<file path="src/rtl/vid_stream_out.sv">
// Raster timing generator that pops one pixel per active cycle from a FWFT FIFO; outputs registered, 1 cycle after counters.
// No backpressure: the raster never stalls, an empty FIFO during active video yields FILL_DATA and is counted as underflow.
module vid_stream_out #(
    parameter int                    DATA_WIDTH = 16,
    parameter int                    H_ACTIVE   = 1920,
    parameter int                    H_FP       = 88,
    parameter int                    H_SYNC     = 44,
    parameter int                    H_BP       = 148,
    parameter int                    V_ACTIVE   = 1080,
    parameter int                    V_FP       = 4,
    parameter int                    V_SYNC     = 5,
    parameter int                    V_BP       = 36,
    parameter bit                    HS_POL     = 1'b1,
    parameter bit                    VS_POL     = 1'b1,
    parameter logic [DATA_WIDTH-1:0] FILL_DATA  = '0
) (
    input  logic                  rd_clk,
    input  logic                  rd_rst,
    input  logic                  enable,
    input  logic                  clr_status,
    input  logic [DATA_WIDTH-1:0] fifo_rd_data,
    input  logic                  fifo_rd_vld,
    output logic                  fifo_rd_en,
    output logic                  frame_req,
    output logic                  vout_hs,
    output logic                  vout_vs,
    output logic                  vout_de,
    output logic [DATA_WIDTH-1:0] vout_data,
    output logic                  underflow,
    output logic [15:0]           underflow_cnt
);

    localparam int H_TOTAL = H_SYNC + H_BP + H_ACTIVE + H_FP;
    localparam int V_TOTAL = V_SYNC + V_BP + V_ACTIVE + V_FP;
    localparam int HW      = $clog2(H_TOTAL);
    localparam int VW      = $clog2(V_TOTAL);

    localparam logic [HW-1:0] H_SYNC_END = HW'(H_SYNC);
    localparam logic [HW-1:0] H_ACT_BEG  = HW'(H_SYNC + H_BP);
    localparam logic [HW-1:0] H_ACT_END  = HW'(H_SYNC + H_BP + H_ACTIVE);
    localparam logic [HW-1:0] H_LAST     = HW'(H_TOTAL - 1);
    localparam logic [VW-1:0] V_SYNC_END = VW'(V_SYNC);
    localparam logic [VW-1:0] V_ACT_BEG  = VW'(V_SYNC + V_BP);
    localparam logic [VW-1:0] V_ACT_END  = VW'(V_SYNC + V_BP + V_ACTIVE);
    localparam logic [VW-1:0] V_LAST     = VW'(V_TOTAL - 1);

    typedef enum logic [1:0] {
        S_IDLE = 2'd0,
        S_WAIT = 2'd1,
        S_RUN  = 2'd2
    } state_t;

    state_t                  state_q, state_d;
    logic [HW-1:0]           h_cnt_q, h_cnt_d;
    logic [VW-1:0]           v_cnt_q, v_cnt_d;
    logic                    frame_req_q, frame_req_d;
    logic                    hs_q, hs_d;
    logic                    vs_q, vs_d;
    logic                    de_q;
    logic [DATA_WIDTH-1:0]   data_q, data_d;
    logic                    underflow_q, underflow_d;
    logic [15:0]             ucnt_q, ucnt_d;

    logic run;
    logic h_act;
    logic v_act;
    logic de_int;
    logic uf_evt;
    logic h_last;
    logic v_last;

    assign run    = (state_q == S_RUN);
    assign h_act  = (h_cnt_q >= H_ACT_BEG) && (h_cnt_q < H_ACT_END);
    assign v_act  = (v_cnt_q >= V_ACT_BEG) && (v_cnt_q < V_ACT_END);
    assign de_int = h_act && v_act && run;
    assign uf_evt = de_int && !fifo_rd_vld;
    assign h_last = (h_cnt_q == H_LAST);
    assign v_last = (v_cnt_q == V_LAST);

    // FWFT port: the pop and the data capture happen in the same cycle.
    assign fifo_rd_en = de_int;

    always_comb begin
        state_d     = state_q;
        h_cnt_d     = '0;
        v_cnt_d     = '0;
        frame_req_d = 1'b0;
        case (state_q)
            S_IDLE: begin
                if (enable) begin
                    state_d     = S_WAIT;
                    frame_req_d = 1'b1;
                end
            end
            S_WAIT: begin
                if (!enable) begin
                    state_d = S_IDLE;
                end else if (fifo_rd_vld) begin
                    state_d = S_RUN;
                end
            end
            S_RUN: begin
                if (h_last) begin
                    h_cnt_d = '0;
                    if (v_last) begin
                        v_cnt_d = '0;
                        // A stop request only takes effect on a frame boundary.
                        if (!enable) begin
                            state_d = S_IDLE;
                        end
                    end else begin
                        v_cnt_d = v_cnt_q + 1'b1;
                    end
                end else begin
                    h_cnt_d = h_cnt_q + 1'b1;
                    v_cnt_d = v_cnt_q;
                end
                frame_req_d = (h_cnt_q == '0) && (v_cnt_q == V_ACT_END);
            end
            default: begin
                state_d = S_IDLE;
            end
        endcase
    end

    always_comb begin
        hs_d = (run && (h_cnt_q < H_SYNC_END)) ? HS_POL : ~HS_POL;
        vs_d = (run && (v_cnt_q < V_SYNC_END)) ? VS_POL : ~VS_POL;
        if (!de_int) begin
            data_d = '0;
        end else if (fifo_rd_vld) begin
            data_d = fifo_rd_data;
        end else begin
            data_d = FILL_DATA;
        end
    end

    // A same-cycle underflow beats the clear so no lost pixel goes unreported.
    always_comb begin
        underflow_d = underflow_q;
        ucnt_d      = ucnt_q;
        if (uf_evt) begin
            underflow_d = 1'b1;
            if (clr_status) begin
                ucnt_d = 16'd1;
            end else if (ucnt_q != 16'hFFFF) begin
                ucnt_d = ucnt_q + 16'd1;
            end
        end else if (clr_status) begin
            underflow_d = 1'b0;
            ucnt_d      = 16'd0;
        end
    end

    always_ff @(posedge rd_clk or posedge rd_rst) begin
        if (rd_rst) begin
            state_q     <= S_IDLE;
            h_cnt_q     <= '0;
            v_cnt_q     <= '0;
            frame_req_q <= 1'b0;
            hs_q        <= ~HS_POL;
            vs_q        <= ~VS_POL;
            de_q        <= 1'b0;
            data_q      <= '0;
            underflow_q <= 1'b0;
            ucnt_q      <= 16'd0;
        end else begin
            state_q     <= state_d;
            h_cnt_q     <= h_cnt_d;
            v_cnt_q     <= v_cnt_d;
            frame_req_q <= frame_req_d;
            hs_q        <= hs_d;
            vs_q        <= vs_d;
            de_q        <= de_int;
            data_q      <= data_d;
            underflow_q <= underflow_d;
            ucnt_q      <= ucnt_d;
        end
    end

    assign frame_req     = frame_req_q;
    assign vout_hs       = hs_q;
    assign vout_vs       = vs_q;
    assign vout_de       = de_q;
    assign vout_data     = data_q;
    assign underflow     = underflow_q;
    assign underflow_cnt = ucnt_q;

endmodule
</file>
<file path="config.mk">
export PLATFORM = sky130hd
export DESIGN_NAME = vid_stream_out
export DESIGN_NICKNAME = d
export VERILOG_FILES = /design/src/rtl/vid_stream_out.sv
export SDC_FILE = /design/constraint.sdc
export NUM_CORES = 1
export LEC_CHECK = 0
export ABC_AREA = 1
export CAP_MARGIN = 20
export CORE_MARGIN = 5
export CORE_UTILIZATION = 42
export DETAILED_ROUTE_END_ITERATION = 12
export PLACE_DENSITY = 0.7
export SLEW_MARGIN = 20
export SYNTH_ARGS = -nofsm -noshare
export SYNTH_HDL_FRONTEND = slang
export SYNTH_SLANG_ARGS = --single-unit
</file>
<file path="constraint.sdc">
create_clock -name rd_clk -period 3.68 [get_ports rd_clk]
set_clock_uncertainty 0.1 [all_clocks]
set_input_delay 0.368 -clock rd_clk [delete_from_list [all_inputs] [get_ports rd_clk]]
set_output_delay 0.368 -clock rd_clk [all_outputs]
set_load 0.05 [all_outputs]
</file>
---- Yosys cells after proc, flatten, opt, wreduce, memory -nomap -nowiden ----
Index checks and enable logic that the tools add are counted.
word-level totals
  register bits after elaboration ......... 62
  input bits .............................. 21
  output and inout bits ................... 38
operators by class
  add/subtract/negate cells ............... 3
  order comparisons ....................... 6
  equal/unequal tests ..................... 11
  multiplexer cells ....................... 24
  reductions and logical operators ........ 15
operators with widths
  cell                     number
  $mux W16                 6
  $mux W11                 3
  $mux W12                 2
  $eq A11 B11 Y1 const B   2
  $add A16 B1 Y16 const B  1
  $ne A16 B16 Y1 const B   1
  $add A12 B1 Y12 const B  1
  $eq A12 B12 Y1 const B   1
  $ge A12 B8 Y1 const B    1
  $logic_not A12 Y1        1
  $lt A12 B12 Y1 const B   1
  $lt A12 B6 Y1 const B    1
  $mux W2                  6
  $add A11 B1 Y11 const B  1
  $ge A11 B6 Y1 const B    1
  $lt A11 B11 Y1 const B   1
  $lt A11 B3 Y1 const B    1
  $logic_and A1 B1 Y1      8
  $pmux W2 S3              1
  $mux W1                  5
  $reduce_and A5 Y1        1
  $ne A2 B1 Y1 const B     2
  $ne A2 B2 Y1 const B     2
  $reduce_bool A2 Y1       2
  7 further kinds          7

---- Longest topological paths before layout ----
Gate-level depths: netlist of the first run.
  word-level depth ........................ 7
  depth in mapped cells ................... 12

---- Worst setup path before layout of the first run ----
No wires, ideal clock.
  path kind ............................... flip-flop to flip-flop
  from .................................... register ucnt_q[1], in the netlist underflow_cnt[1]
  to ...................................... register ucnt_q[5], in the netlist underflow_cnt[5]
  setup time .............................. 0.067 ns
  data arrival time ....................... 1.912 ns
  data required time ...................... 3.513 ns
  setup slack ............................. 1.601 ns
  cell stages (with the launch flop) ...... 11
  path buffers ............................ 1
  clock period less this slack ............ 2.079 ns
  path through ............................ dfrtp_1 > ha_1 > nand2_2 > nor2_2 > nand3_2 > nor2_2 > nand2_4 > nand4_4 > buf_6 > nand3_1 > nand2_1
between the ends
  word-level cells in the longest chain between the ends .. 4
  elaborated cells on any way between the ends .. 7
  those cells by class .................... 1 x add/sub; 1 x eq/ne; 3 x mux; 2 x reduce/logical
RTL lines
  item                    RTL line  text
  from (decl)             62        logic [15:0] ucnt_q, ucnt_d;
  from (signal assigned)  177       ucnt_q <= ucnt_d;
  $add A16 B1 Y16         147       ucnt_d = ucnt_q + 16'd1;
  $mux W16                146       end else if (ucnt_q != 16'hFFFF) begin
  $mux W16                144       if (clr_status) begin
  $mux W16                142       if (uf_evt) begin
Several ways; a longest one is shown, not always the timed one. The select of a mux whose other input is x is not followed.
A chain may end at the register's enable or synchronous reset.

---- Worst setup path after layout of the first run ----
  from .................................... register v_cnt_q[1]
  to ...................................... output port fifo_rd_en
between the ends
  word-level cells in the longest chain between the ends .. 4
  elaborated cells on any way between the ends .. 5
  those cells by class .................... 2 x order compare; 3 x reduce/logical
RTL lines
  item                                                    RTL line  text
  from (decl)                                             55        logic [VW-1:0] v_cnt_q, v_cnt_d;
  from (signal assigned)                                  170       v_cnt_q <= v_cnt_d;
  $ge A11 B6 Y1 / $lt A11 B11 Y1 (equally long branches)  74        assign v_act = (v_cnt_q >= V_ACT_BEG) && (v_cnt_q < V_ACT_END);
  $logic_and A1 B1 Y1 (*)                                 74
  $logic_and A1 B1 Y1 (*) (2 in a row)                    75        assign de_int = h_act && v_act && run;
  to (decl)                                               23        output logic fifo_rd_en,
Mark *: on every way between the ends. The rest lies on a longest branch, timed or not.

==> flow_metrics.env, run 1 <==
export IMPL_critPathMaxFanout=18
export IMPL_cts_sinks=62
export IMPL_placedCellCount=590
export IMPL_die_h_um=100
export IMPL_fin_tns_setup_ns=0
export IMPL_synth_cells=437
export IMPL_tightestPinTransition_ns=0.760
export IMPL_setup_worst_path_end_class="output port"
export IMPL_die_w_um=100
export IMPL_track_usage_pct=17.4
export IMPL_grt_pass1_vias=3016
export IMPL_port_buffers=58
export IMPL_hold_buffers=0
export IMPL_min_period_over_period_pct=83.6
export IMPL_vias_per_cell=4.99
export IMPL_drtPass1Iterations=4
export IMPL_wl_per_cell_um=13.5
export IMPL_slew_viol_final=0
export IMPL_leakagePower_nw=1.95
export IMPL_antenna_found_initial=0
export IMPL_synth_edff_count=0
export IMPL_syn_to_final_growth_pct=24.7
export IMPL_worst_setup_path_type="flip-flop to output port"
export IMPL_io_pin_count=59
export IMPL_required_ns=3.21
export IMPL_finalHoldViolations=0
export IMPL_rsz0062_at_grt="false"
export IMPL_ys_warn_count=0
export IMPL_clk_pin_slew_ns=0.08
export IMPL_gp_congestion=0.911
export IMPL_dieArea_um2=10100
export IMPL_nets=523
export IMPL_mostFrequentLayoutCells="nand2_1, nor2_1, dfrtp_1"
export IMPL_yosys_cell_types_count=38
export IMPL_rows=33
export IMPL_setup_violations_final=0
export IMPL_drc=0
export IMPL_grt_pass1_wl_mm=14.1
export IMPL_status="finished clean"
export IMPL_grt_max_degree=37
export IMPL_n_antenna_cell=0
export IMPL_fillCellCount=802
export IMPL_ys_seq_area_share_pct=45.1
export IMPL_cp_start_kind="flip-flop"
export IMPL_core_area_um2=8090
export IMPL_min_period_ns=3.08
export IMPL_place_hpwl_mm=5.87
export IMPL_cts_setup_buffers=0
export IMPL_wl_mm=8.16
export IMPL_r2r_setup_slack_ns=1.25
export IMPL_drive_above_1_share_pct=8.18
export IMPL_drt_iter0_markers=116
export IMPL_ys_flop_type="dfrtp_1"
export IMPL_num_vias=3024
export IMPL_numCtsBuffers=9
export IMPL_power_density_nw_per_um2=384
export IMPL_cap_viol_max_count=0
export IMPL_syn_area_um2=3440
export IMPL_worst_skew_pair_late_latency_ns=0.34
export IMPL_slew_headroom_pct=49.3
export IMPL_finalNonFillerCells=606
export IMPL_peakVddDrop_uv=207
export IMPL_hold_class="input pin to async pin"
export IMPL_max_freq_mhz=325
export IMPL_syn_avg_cell_area_um2=7.87
export IMPL_syn_nets=464
export IMPL_synth_seq_cells=62
export IMPL_h_tree_depth=3
export IMPL_root_buffer="clkbuf_8"
export IMPL_initial_core_util_pct=42.5
export IMPL_cp_data_arrival_time_ns=2.61
export IMPL_tritoncts="done"
export IMPL_grt_overflow_total=0
export IMPL_cts_resized=0
export IMPL_clock_path_buffers=2
export IMPL_ant_nets=0
export IMPL_synthArstFlopShare_pct=100
export IMPL_layout_commonest_cell="nand2_1"
==> synth_stat cells (2+ instances only) <==
| cell | number | area share, % |
|---|---|---|
| nand3_2 | 2 | 0.58 |
| nand2_4 | 2 | 0.65 |
| inv_2 | 2 | 0.22 |
| xor2_1 | 14 | 3.6 |
| inv_1 | 46 | 5.0 |
| nor2_1 | 73 | 8.0 |
| ha_1 | 6 | 2.2 |
| xnor2_1 | 4 | 1.0 |
| nor2_2 | 6 | 1.1 |
| o21a_1 | 2 | 0.44 |
| o31ai_1 | 2 | 0.44 |
| nand4_1 | 18 | 3.3 |
| o21ai_0 | 10 | 1.5 |
| nand3_1 | 36 | 5.2 |
| buf_2 | 7 | 1.0 |
| nand2_2 | 2 | 0.36 |
| nor2_4 | 2 | 0.65 |
| a21oi_1 | 10 | 1.5 |
| clkbuf_1 | 2 | 0.22 |
| nand2_1 | 96 | 10 |
| buf_6 | 3 | 0.98 |
| nor3_1 | 13 | 1.9 |
| dfrtp_1 | 62 | 45 |
| o22ai_1 | 3 | 0.55 |
==> layout make-up <==
| class | count | area (um^2) | share of cell area (%) |
|---|---|---|---|
| clock buffer | 9 | 124 | 2.89 |
| clock inverter | 7 | 81.3 | 1.90 |
| inverter | 49 | 184 | 4.29 |
| multi-input combinational | 313 | 1610 | 37.6 |
| sequential | 62 | 1550 | 36.2 |
| tap | 105 | 131 | 3.06 |
| timing repair buffer | 61 | 603 | 14.1 |
==> registers in the layout, indices dropped and copies added, names as in the netlist <==
| name | count |
|---|---|
| v_cnt_q | 11 |
| frame_req | 1 |
| underflow_cnt | 16 |
| state_q | 2 |
| h_cnt_q | 12 |
| vout_hs | 1 |
| underflow | 1 |
| vout_de | 1 |
| vout_vs | 1 |
| vout_data | 16 |
==> power by group <==
group / internal [W] / switching, W
clock: 0.000321 / 0.000303
combinational: 0.0000928 / 0.000203
sequential: 0.000708 / 0.0000187
==> worst max-delay path: stages, from the launching register on <==
cell,delay (ns)
dfrtp_1,0.43
inv_1,0.11
ha_1,0.21
nand2_1,0.07
nor2_1,0.09
nand2_1,0.06
nand3_2,0.08
nand3_4,0.22
inv_1,0.19
clkdlybuf4s50_1,0.82
==> logic make-up (layout without fill, tap and decap cells) <==
family | after synthesis | in the layout | share of synthesized area, %
compound gates | 32 | 32 | 5.35
xor+xnor | 18 | 18 | 4.59
fa+ha+maj | 6 | 6 | 2.18
buf+inv | 62 | 126 | 8.01
flops | 62 | 62 | 45.1
simple gates | 257 | 257 | 34.8
==> metrics by stage <==
step / setup slack (ns) / utilization [%] / total power [W] / cell area [um^2] / hold slack, ns
4_1_cts: 0.549 / 53.0 / 0.00167 / 4290 / 0.396
3_5_place_dp: 0.931 / 50.4 / 0.00104 / 4080 / 0.383
2_1_floorplan: 1.60 / - / 0.000942 / 3440 / 0.353
3_3_place_gp: 0.985 / 50.4 / 0.00104 / 4080 / 0.380
6_report: 0.602 / 53.0 / 0.00165 / 4290 / 0.381
5_1_grt: 0.413 / 53.0 / 0.00173 / 4290 / 0.438
==> final timing paths <==
kind                                 start           end  cells past startpoint
worst max-delay path            v_cnt_q[1]    fifo_rd_en                      9
worst min-delay path                rd_rst  vout_data[2]                      2
worst max register to register  h_cnt_q[0]    v_cnt_q[2]                      8
worst min register to register  h_cnt_q[0]    h_cnt_q[0]                      1
max in group asynchronous           rd_rst  vout_data[0]                      3
min in group rd_clk             h_cnt_q[0]    h_cnt_q[0]                      1
==> routing by layer <==
| metal | routed length (um) | GRT usage [%] | up-vias |
|---|---|---|---|
| met3 | 404 | 4.22 | 8 |
| met5 | 0 | 0 | - |
| li1 | - | - | 1528 |
| met1 | 3570 | 22.2 | 1410 |
| met4 | 109 | 6.32 | 0 |
| met2 | 4080 | 28.6 | 78 |
Power figures use the tool's default switching activity.
==> run 2: changes to the inputs <==
Clock period 3.68 ns to 3 ns, I/O delays scaled along.
==> run 2 against run 1 <==
Combinational power increased by 23%; largest power group unchanged; register-to-register slack got worse by 0.30 ns; first-iteration DRC count up 28%; core utilization is 0.14 points lower; critical endpoint unchanged; via count rose by 0.36%; total power up 16%; cell area fell by 0.26%; routed wire length shrank 2.5%.
==> flow_metrics.env, run 2 (synthesis gave the netlist of run 1 again) <==
export IMPL_worst_setup_path_type="flip-flop to output port"
export IMPL_slew_viol_final=0
export IMPL_top_usage_layer="met2"
export IMPL_crit_end="fifo_rd_en"
export IMPL_wl_mm=7.96
export IMPL_dieArea_um2=10100
export IMPL_rsz0062_at_grt="false"
export IMPL_gp_congestion=0.894
export IMPL_power_density_nw_per_um2=448
export IMPL_final_setup_worst_slack_ns=0.530
export IMPL_n_antenna_cell=0
export IMPL_finalHoldViolations=0
export IMPL_grt_use_met2_pct=28.6
export IMPL_grt_overflow_total=0
export IMPL_power_frac_seq_pct=46.6
export IMPL_cts_setup_buffers=0
export IMPL_totalPowerFinal_w=0.00192
export IMPL_preCtsSetupSlack_ns=0.850
export IMPL_clkPwrFrac_pct=34.4
export IMPL_die_h_um=100
export IMPL_ant_nets=0
export IMPL_cp_data_arrival_time_ns=2.07
export IMPL_utilization_pct=52.8
export IMPL_setup_worst_path_end_class="output port"
export IMPL_critPathMaxFanout=18
export IMPL_worst_r2r_path_depth=10
export IMPL_startpoint="v_cnt_q[1]"
export IMPL_drt_iter0_markers=148
export IMPL_rows=33
export IMPL_initial_core_util_pct=42.5
export IMPL_critical_path_top_delay_family="simple AND/OR/NAND/NOR gates"
export IMPL_nets=525
export IMPL_cp_slowest_stage_delay_ns=0.43
export IMPL_p_comb_share_pct=19.0
export IMPL_required_ns=2.60
export IMPL_port_buffers=58
export IMPL_drc=0
export IMPL_slew_headroom_pct=50.8
export IMPL_cpMaxStageDelayCell="dfrtp_1"
export IMPL_fin_tns_setup_ns=0
export IMPL_grt_pass1_wl_mm=14.2
export IMPL_numCtsBuffers=9
export IMPL_cts_resized=0
export IMPL_worst_skew_pair_late_latency_ns=0.34
export IMPL_wl_per_cell_um=13.1
export IMPL_antenna_found_initial=0
export IMPL_cts_sinks=62
export IMPL_place_hpwl_mm=5.91
export IMPL_root_buffer="clkbuf_8"
export IMPL_drtPass1Iterations=4
export IMPL_die_w_um=100
export IMPL_io_pin_count=59
export IMPL_p_int_w=0.00130
export IMPL_layout_commonest_cell="nand2_1"
export IMPL_drive_above_1_share_pct=8.75
export IMPL_cp_start_kind="flip-flop"
export IMPL_setup_violations_final=0
export IMPL_tightestPinTransition_ns=0.736
export IMPL_tritoncts="done"
export IMPL_grt_max_degree=36
export IMPL_finalInstanceArea_um2=4280
export IMPL_fillCellCount=789
export IMPL_peakVddDrop_uv=215
export IMPL_r2r_end="underflow_cnt[0]"
export IMPL_grt_pass1_vias=2995
export IMPL_syn_to_final_growth_pct=24.3
export IMPL_crit_cells=9
export IMPL_path_buf_inv=3
export IMPL_h_tree_depth=3
export IMPL_grt_use_met3_pct=4.57
export IMPL_cap_viol_max_count=0
export IMPL_clock_path_buffers=2
export IMPL_min_period_over_period_pct=82.3
export IMPL_track_usage_pct=17.7
export IMPL_status="finished clean"
export IMPL_num_vias=3035
export IMPL_rr_startpoint="v_cnt_q[1]"
export IMPL_grtUsageMet1_pct=23.3
export IMPL_leakagePower_nw=1.95
export IMPL_netSwitchingFraction_pct=32.3
export IMPL_cp_cell_sequence="inv_1, ha_1, nand2_1, nor2_1, nand2_1, nand3_2, nand3_4, inv_1, buf_4"
export IMPL_mostFrequentLayoutCells="nand2_1, nor2_1, dfrtp_1"
export IMPL_min_period_ns=2.47
export IMPL_post_dp_cell_area_um2=4090
export IMPL_hold_buffers=0
export IMPL_max_freq_mhz=405
export IMPL_clk_pin_slew_ns=0.08
export IMPL_vias_per_cell=4.99
export IMPL_hold_class="input pin to async pin"
export IMPL_p_sw_w=0.000619
export IMPL_r2r_setup_slack_ns=0.95
export IMPL_core_area_um2=8090
run 2: worst register-to-register path: stages (launching register included):
cell,delay [ns]
dfrtp_1,0.43
inv_1,0.11
ha_1,0.24
nand2_1,0.07
nor2_1,0.10
nand2_1,0.07
nand3_2,0.09
nand3_4,0.21
nor2_8,0.28
inv_1,0.09
o21ai_0,0.16
run 2: power groups by stage:
stage | Sequential, W | Clock, W | Combinational (W)
after floorplan | 0.000949 | 0 | 0.000207
after global placement | 0.000907 | 0 | 0.000363
after detailed placement | 0.000908 | 0 | 0.000365
after CTS | 0.000892 | 0.000688 | 0.000366
after global routing | 0.000896 | 0.000733 | 0.000412
final | 0.000892 | 0.000660 | 0.000363
run 2: metal layers:
layer / share of wire [%] / vias to the layer above / routed length (um)
met5: 0 / - / 0
li1: - / 1533 / -
met2: 50 / 76 / 3950
met4: 1.8 / 0 / 143
met3: 4.5 / 15 / 357
met1: 44 / 1411 / 3510
run 2: worst min-delay path by stage:
stage	start	endpoint	slack [ns]	cells past startpoint
floorplan	fifo_rd_data[0]	vout_data[0]	0.32	2
global placement	h_cnt_q[0]	h_cnt_q[0]	0.37	1
detailed placement	h_cnt_q[0]	h_cnt_q[0]	0.39	1
CTS	rd_rst	vout_data[1]	0.32	2
global route	rd_rst	vout_data[1]	0.36	2
finish	rd_rst	vout_data[1]	0.30	2
run 2: final cells by class:
class | count | area [um^2] | area share (%)
clock buffers | 9 | 124 | 2.90
clock inverters | 7 | 57.6 | 1.35
inverters | 49 | 184 | 4.30
multi-input cells | 313 | 1610 | 37.7
flip-flops and latches | 62 | 1550 | 36.3
well taps | 105 | 131 | 3.07
repair buffers | 63 | 616 | 14.4
run 2: stage by stage:
stage	hold WS, ns	cells
final	0.301	608
after detailed placement	0.394	592
after CTS	0.319	608
after floorplan	0.322	437
after global placement	0.369	592
after global routing	0.356	608
==> run 3: changes to the inputs <==
Clock period 3 ns to 2.5 ns, I/O delays scaled along.
==> run 3 against run 2 <==
Global-route usage shrank 0.41 points; sequential share of layout area decreased by 0.60 points; total power grew 31%; via count up 0.33%; critical endpoint unchanged; routed wire length up 1.7%; cell area up 1.7%; worst hold slack got worse by 0.11 ns; critical path depth down 1.
==> flow_metrics.env, run 3 (synthesis gave the netlist of run 1 again) <==
export IMPL_vias_per_cell=5.00
export IMPL_drc=0
export IMPL_cp_data_arrival_time_ns=1.96
export IMPL_dieArea_um2=10100
export IMPL_numCtsBuffers=9
export IMPL_path_buf_inv=2
export IMPL_initial_core_util_pct=42.5
export IMPL_required_ns=2.15
export IMPL_wl_per_cell_um=13.3
export IMPL_drive_above_1_share_pct=9.13
export IMPL_drtPass1Iterations=4
export IMPL_drt_iter0_markers=106
export IMPL_slew_headroom_pct=65.1
export IMPL_critPathMaxFanout=18
export IMPL_status="finished clean"
export IMPL_grt_pass1_vias=2983
export IMPL_cp_start_kind="flip-flop"
export IMPL_h_tree_depth=3
export IMPL_place_hpwl_mm=5.80
export IMPL_grt_pass1_wl_mm=14.0
export IMPL_utilization_pct=53.7
export IMPL_io_pin_count=59
export IMPL_cpMaxStageDelayCell="dfrtp_1"
export IMPL_cts_sinks=62
export IMPL_tritoncts="done"
export IMPL_grt_overflow_total=0
export IMPL_ant_nets=0
export IMPL_slew_viol_final=0
export IMPL_final_setup_worst_slack_ns=0.190
export IMPL_fillCellCount=784
export IMPL_n_antenna_cell=0
export IMPL_finalNonFillerCells=609
export IMPL_cap_viol_max_count=0
export IMPL_grt_max_degree=63
export IMPL_cts_setup_buffers=0
export IMPL_clock_path_buffers=2
export IMPL_cp_slowest_stage_delay_ns=0.45
export IMPL_hold_buffers=0
export IMPL_peakVddDrop_uv=343
export IMPL_leakagePower_nw=1.99
export IMPL_mostFrequentLayoutCells="nand2_1, nor2_1, dfrtp_1"
export IMPL_max_freq_mhz=433
export IMPL_worst_skew_pair_late_latency_ns=0.34
export IMPL_finalHoldViolations=0
export IMPL_placedCellCount=593
export IMPL_cts_resized=0
export IMPL_worst_setup_path_type="flip-flop to output port"
export IMPL_totalPowerFinal_w=0.00251
export IMPL_die_w_um=100
export IMPL_hold_class="input pin to async pin"
export IMPL_track_usage_pct=17.3
export IMPL_root_buffer="clkbuf_8"
export IMPL_tightestPinTransition_ns=0.522
export IMPL_port_buffers=58
export IMPL_cp_cell_sequence="nor2_1, nand3_1, nand2_1, nand2_2, nand2_4, nand3_4, inv_2, buf_12"
export IMPL_setup_worst_path_end_class="output port"
export IMPL_core_area_um2=8090
export IMPL_rows=33
export IMPL_critical_path_top_delay_family="simple AND/OR/NAND/NOR gates"
export IMPL_num_vias=3045
export IMPL_clk_pin_slew_ns=0.08
export IMPL_die_h_um=100
export IMPL_layout_commonest_cell="nand2_1"
export IMPL_gp_congestion=0.856
export IMPL_min_period_ns=2.31
export IMPL_min_period_over_period_pct=92.4
export IMPL_preCtsSetupSlack_ns=0.448
export IMPL_syn_to_final_growth_pct=26.4
export IMPL_power_density_nw_per_um2=577
export IMPL_setup_violations_final=0
export IMPL_nets=526
export IMPL_rsz0062_at_grt="false"
export IMPL_antenna_found_initial=0
export IMPL_wl_mm=8.10
export IMPL_fin_tns_setup_ns=0
[run 3: tightest hold or removal path: stages]
cell	delay [ns]
clkdlybuf4s50_1	0.41
inv_2	0.07
buf_12	0.29
[run 3: layout make-up]
type / count / area [um^2] / share of cell area [%]
Clock buffer: 9 / 124 / 2.85
Multi-Input combinational cell: 313 / 1610 / 37.1
Tap cell: 105 / 131 / 3.02
Clock inverter: 7 / 96.3 / 2.22
Inverter: 49 / 184 / 4.23
Timing Repair Buffer: 64 / 648 / 14.9
Sequential cell: 62 / 1550 / 35.7
[run 3: path summary, 6_finish.rpt]
kind	from	end	slack (ns)	cells past startpoint
worst min register to register	h_cnt_q[0]	h_cnt_q[0]	0.41	1
max in group asynchronous	rd_rst	underflow_cnt[0]	1.84	3
worst min-delay path	rd_rst	h_cnt_q[0]	0.19	3
worst max-delay path	v_cnt_q[0]	fifo_rd_en	0.19	8
min in group rd_clk	fifo_rd_data[1]	vout_data[1]	0.33	3
worst max register to register	h_cnt_q[0]	v_cnt_q[2]	0.38	9
[run 3: routing by layer]
layer  part of all wire [%]  up-vias  track usage [%]
li1                       -     1529                -
met1                     45     1412             22.5
met2                     49       88             28.2
met3                    4.5       16             3.81
met4                    2.2        0             6.63
met5                      0        -                0
[run 3: metrics by stage]
stage | instance area (um^2) | hold slack, ns
finish | 4350 | 0.187
CTS | 4350 | 0.191
floorplan | 3440 | 0.272
global placement | 4130 | 0.367
global route | 4350 | 0.237
detailed placement | 4130 | 0.391
[run 3: where the power goes]
| group | switching [W] | internal (W) |
|---|---|---|
| Sequential | 0.0000295 | 0.00104 |
| Clock | 0.000427 | 0.000566 |
| Combinational | 0.000295 | 0.000149 |
